### config.mk
export PLATFORM = sky130hd
export DESIGN_NAME = fifo_burst_reader
export DESIGN_NICKNAME = d
export VERILOG_FILES = /design/src/rtl/fifo_burst_reader.sv
export SDC_FILE = /design/constraint.sdc
export NUM_CORES = 1
export LEC_CHECK = 0
export CORE_MARGIN = 2
export CORE_UTILIZATION = 43
export CTS_CLUSTER_SIZE = 30
export DETAILED_ROUTE_END_ITERATION = 8
export DONT_BUFFER_PORTS = 1
export PLACE_DENSITY = 0.6
export SYNTH_ARGS = -nofsm -noshare
export SYNTH_HDL_FRONTEND = slang
export SYNTH_SLANG_ARGS = --single-unit
### constraint.sdc
create_clock -name clk -period 1.5 [get_ports clk]
set_input_delay 0.375 -clock clk [delete_from_list [all_inputs] [get_ports clk]]
set_output_delay 0.375 -clock clk [all_outputs]
set_load 0.005 [all_outputs]
### src/rtl/fifo_burst_reader.sv
// fifo_burst_reader
//   Drains a show-ahead FIFO in fixed-length bursts of BURST_LEN samples.
//   A burst starts only when enough words are already queued, so once a
//   burst begins it never waits on the upstream writer unless the FIFO
//   drops fifo_valid. The registered output is presented on a
//   valid/ready stream, and m_last flags the final beat of each burst.
//
// Ports
//   clk          : sole clock, rising edge
//   reset        : asynchronous, active-high
//   enable       : permits new bursts to start (sampled only in IDLE)
//   fifo_data    : FIFO head word (show-ahead), valid when fifo_valid=1
//   fifo_valid   : FIFO non-empty
//   fifo_count   : FIFO occupancy, unsigned
//   fifo_rd_en   : pops the FIFO head this cycle (combinational)
//   m_data       : registered output sample
//   m_valid      : m_data holds a sample
//   m_last       : final sample of a burst, qualified by m_valid
//   m_ready      : downstream accepts
//   busy         : high while the FSM is in BURST
//   burst_count  : completed bursts (last beat popped), wraps at 16 bits
//   dbg_state    : FSM state (0 = IDLE, 1 = BURST)
//
// Handshake: a beat transfers on a rising edge where m_valid and m_ready
// are both 1. Once m_valid is 1, m_data and m_last stay unchanged until
// that transfer; m_valid never drops without a transfer, and a new pop
// may replace the beat in the same cycle it transfers.

module fifo_burst_reader #(
  parameter int DATA_WIDTH  = 16,
  parameter int COUNT_WIDTH = 6,
  parameter int BURST_LEN   = 8
) (
  input  logic                   clk,
  input  logic                   reset,
  input  logic                   enable,
  input  logic [DATA_WIDTH-1:0]  fifo_data,
  input  logic                   fifo_valid,
  input  logic [COUNT_WIDTH-1:0] fifo_count,
  output logic                   fifo_rd_en,
  output logic [DATA_WIDTH-1:0]  m_data,
  output logic                   m_valid,
  output logic                   m_last,
  input  logic                   m_ready,
  output logic                   busy,
  output logic [15:0]            burst_count,
  output logic                   dbg_state
);

  // Beat counter only needs to hold 0..BURST_LEN-1.
  localparam int BEAT_W = (BURST_LEN > 1) ? $clog2(BURST_LEN) : 1;
  localparam logic [BEAT_W-1:0] LAST_BEAT   = BEAT_W'(BURST_LEN - 1);
  localparam logic [31:0]       BURST_LEN_U = 32'(BURST_LEN);

  typedef enum logic {
    IDLE  = 1'b0,
    BURST = 1'b1
  } state_t;

  state_t                  state_q, state_d;
  logic [BEAT_W-1:0]       beat_q, beat_d;
  logic [DATA_WIDTH-1:0]   m_data_q, m_data_d;
  logic                    m_valid_q, m_valid_d;
  logic                    m_last_q, m_last_d;
  logic [15:0]             burst_count_q, burst_count_d;

  logic [31:0] count_ext;
  logic        start;
  logic        pop;
  logic        xfer;
  logic        last_beat;

  // Zero-extend the occupancy so the threshold compare is unsigned at full
  // width regardless of COUNT_WIDTH.
  assign count_ext = 32'(fifo_count);
  assign start     = enable && (count_ext >= BURST_LEN_U);

  // Pop only when the output register is empty or being emptied this cycle.
  assign pop       = (state_q == BURST) && fifo_valid && (!m_valid_q || m_ready);
  assign xfer      = m_valid_q && m_ready;
  assign last_beat = (beat_q == LAST_BEAT);

  always_comb begin
    state_d       = state_q;
    beat_d        = beat_q;
    m_data_d      = m_data_q;
    m_valid_d     = m_valid_q;
    m_last_d      = m_last_q;
    burst_count_d = burst_count_q;

    case (state_q)
      IDLE: begin
        // No pop in the transition cycle; the first pop follows one cycle later.
        if (start) begin
          state_d = BURST;
          beat_d  = '0;
        end
      end
      BURST: begin
        if (pop) begin
          beat_d = beat_q + BEAT_W'(1);
          if (last_beat) begin
            state_d       = IDLE;
            burst_count_d = burst_count_q + 16'd1;
          end
        end
      end
      default: state_d = IDLE;
    endcase

    // Output register: a pop loads a fresh beat (even if the old one is
    // transferring this cycle); a bare transfer empties it.
    if (pop) begin
      m_data_d  = fifo_data;
      m_valid_d = 1'b1;
      m_last_d  = last_beat;
    end else if (xfer) begin
      m_valid_d = 1'b0;
      m_last_d  = 1'b0;
    end
  end

  always_ff @(posedge clk or posedge reset) begin
    if (reset) begin
      state_q       <= IDLE;
      beat_q        <= '0;
      m_data_q      <= '0;
      m_valid_q     <= 1'b0;
      m_last_q      <= 1'b0;
      burst_count_q <= '0;
    end else begin
      state_q       <= state_d;
      beat_q        <= beat_d;
      m_data_q      <= m_data_d;
      m_valid_q     <= m_valid_d;
      m_last_q      <= m_last_d;
      burst_count_q <= burst_count_d;
    end
  end

  assign fifo_rd_en  = pop;
  assign m_data      = m_data_q;
  assign m_valid     = m_valid_q;
  assign m_last      = m_last_q;
  assign busy        = (state_q == BURST);
  assign burst_count = burst_count_q;
  assign dbg_state   = state_q;

endmodule

==> results by group <==
Run status
  – Run status: finished, violations left
  – Failing checks: negative setup slack

Clock network
  – Maximum number of buffers from clock root to sink: 2
  – CTS tree: done
  – Hold bufs inserted after CTS: 0
  – Clock transition at path regs: around 0.08 ns
  – Source-to-sink clock delay at the later pin of the worst-skew pair: 0.28 ns
  – H-tree level count: 2
  – Root cell of the clock tree: clkbuf_8
  – Clk sink count: 38
  – Number of buffers created by CTS: 5

Timing
  – Setup ws final: -0.0596 ns
  – Worst-Margin Slew: around 0.46 ns
  – Unrepaired setup endpoints after global routing: true
  – Final Slew Violations: 0
  – Clock skew: 0.00666 ns
  – Count of endpoints failing setup in the final report: 4
  – Hold Worst Slack: 0.0837 ns
  – Period utilization: 1.04
  – Count of final hold-check violations: 0
  – Final worst path period need: 1.56 ns
  – Slew Limit Headroom: 0.692
  – Post-route setup TNS: -0.172 ns
  – Maximum clock frequency: roughly 640 MHz

Placed design
  – Number of placed cells counting well taps: ~220
  – HPWL reported at the end of detailed placement: 2190 um
  – Instance area at placement: 1800 um^2
  – Port-buffer cells: 0
  – Final weighted congestion in routability-driven placement: 0.774

Logic synthesis
  – Combinational family with the most area after synthesis: simple AND/OR/NAND/NOR gates
  – Synth Instances: 160
  – Area share of the largest cell type after synthesis: 0.581
  – Warning count from the yosys run: 0
  – Area share of xor/xnor cells in the synthesized design: 0.0803
  – Largest area contributor in the netlist: dfrtp_1
  – Synthesized-area fraction occupied by ao, oa, aoi and oai cells: 0.0138
  – Syn Nets: 190
  – Seq cells post-synth: 38
  – Post-synthesis mux area share: 0.00612
  – Sequential-to-total area share from yosys stat: 0.581
  – Largest cells by area after synthesis: dfrtp_1, nand2_1, xnor2_1
  – Cell variety after synth: 26
  – Mean instance size in the synthesized netlist: 10.2 um^2
  – Post-Syn Area: 1640 um^2
  – Simple-gate share of the synthesized area: 0.268
  – Synth Area in Adders: 0.0229

Global route
  – Vias in the first global route: 1181
  – Maximum number of pins on one net before global-route repair: 39
  – First-pass GRT wire length: 5220 um
  – Total grt overflow: 0
  – GRT Total Usage: 0.161
  – Antenna violations before repair: 0

Floorplanning
  – Count of standard-cell rows: 22
  – Effective utilization at floorplan: 0.447
  – Height of the die: 65.7 um
  – Die width: 65.7 um
  – Std-Cell Core Area: 3660 um^2
  – Number of top-level design ports: 64
  – Die outline area: 4320 um^2

Critical path
  – Capturing element type of the critical path: flip-flop
  – Worst Path Max Fanout: 6
  – CP Launch Type: flip-flop
  – Depth of the most critical reg-to-reg path: 7
  – FF-to-FF setup slack: -0.06 ns
  – Critical path capture point: burst_count[13]
  – Type of the setup path with the least slack: flip-flop to flip-flop
  – Startpoint of the worst-slack reg-to-reg timing path: beat_q[1]
  – Arrival time worst endpoint: approximately 1.7 ns
  – Required time of the critical path: 1.67 ns
  – Worst setup startpoint: beat_q[1]
  – Capture point of the worst reg-to-reg path: burst_count[13]

Routing
  – Number of vias in the routed layout: 1173
  – Average wire length per cell after detail routing: approximately 14 um
  – DRC Markers: 0
  – Routed wire length: 3200 um
  – Number of iterations in the first detailed-routing pass: 4
  – Count of nets left with antenna violations after detail routing: 0
  – DRC marker count from the first detailed-route iteration: 53
  – Via count normalized by instance count: between 5 and 6

Power and ir drop
  – Total Power: roughly 2.8 mW
  – Static Leakage: 1.06 nW
  – Maximum VDD drop: 0.930 mV
  – Areal power density over the cells: 1400 nW/um^2

Finish
  – Final cell count without fillers: 234
  – Number of fillers in the final layout: 316
  – Number of nets in the layout: between 200 and 250
  – Layout cell share with drive strength beyond 1: 0.258
  – Final instance area: 2020 um^2
  – Total area of sequential cells: 952 um^2
  – Most frequent standard cell in the layout excluding fill and tap cells: nand2_1
  – Area of combinational cells with multiple inputs: between 700 and 800 um^2
  – Signed area change from the synthesized netlist to the final layout: 23.4%
  – Antenna diode count: 0
  – Top library cells by usage in the layout, fill and taps aside: nand2_1, dfrtp_1, buf_4

Flow run
  – Max-Cap Viols: 0

Worst hold path
  – Class of the worst hold path: input port to async pin
## per-stage QoR
step,setup slack [ns],utilization
2_1_floorplan,-0.0158,-
3_3_place_gp,-0.0627,0.492
3_5_place_dp,-0.101,0.492
4_1_cts,-0.0802,0.539
5_1_grt,-0.166,0.552
6_report,-0.0596,0.552
## sequential cells by signal, summed over array words and instances, names as in the netlist
register	flops
busy	1
beat_q	3
m_last	1
m_valid	1
burst_count	16
m_data	16
## where the power goes
group | leakage [nW] | internal, mW | total (mW) | switching (mW)
Clock | 0.0472 | 0.369 | 0.714 | 0.344
Combinational | 0.524 | 0.319 | 0.660 | 0.341
Sequential | 0.490 | 1.27 | 1.46 | 0.191
Total | 1.06 | 1.96 | 2.83 | 0.876
## Yosys cell counts
master    number
a21o_1         1
buf_6          1
mux2i_1        1
ha_1           3
nand2b_4       1
nor2_1         2
inv_1          4
or2_2          1
nand2_1       64
and3_1         2
xnor2_1        9
nor3_1         3
nand4_1        6
clkbuf_1       3
nand3_2        1
and4_2         1
and4_1         2
and3_2         1
dfrtp_1       38
buf_4          1
nor3b_1        2
nand4_2        1
o21ai_0        3
nor4b_4        1
xor2_1         6
nand3_1        2
## cells by family after synthesis
kind of cell	count (synthesis)
and+or+nand+nor	90
DFF	38
xor gates and xnor gates	15
buffers and inverters	9
AOI/OAI and AO/OA	4
adders and majority gates	3
muxes	1
## area by class of cell
cell class	count	share of cell area
repair buffers	23	0.0917
flip-flops and latches	38	0.471
multi-input cells	113	0.353
clock buffers	6	0.0409
clock inverters	2	0.00620
inverters	4	0.00743
well taps	48	0.0297
## worst max-delay path: stages, from the launching register on
cell	delay, ns
dfrtp_1	0.36
ha_2	0.19
ha_4	0.15
nand4_4	0.10
nor4b_4	0.23
buf_6	0.16
nand4_1	0.10
xnor2_1	0.15
## metal layers
layer | vias up | global-route usage | part of all wire
met5 | - | 0 | 0
met4 | 0 | 0.0781 | 0.014
met3 | 5 | 0.0582 | 0.058
met2 | 33 | 0.284 | 0.53
met1 | 567 | 0.169 | 0.40
li1 | 568 | - | -
## worst min-delay path by stage
stage | endpoint | depth (start not counted)
floorplan | beat_q[0] | 1
global placement | m_data[4] | 2
detailed placement | m_data[4] | 2
CTS | beat_q[1] | 2
global route | beat_q[1] | 2
finish | burst_count[13] | 2
## timing repair
item,4_1_cts,5_1_grt
gates resized for setup,6,10
pin swaps,4,5
setup endpoints to repair,10,13
cloned,1,0
setup buffers,6,1
No activity file was read; power rests on OpenSTA's default activity.
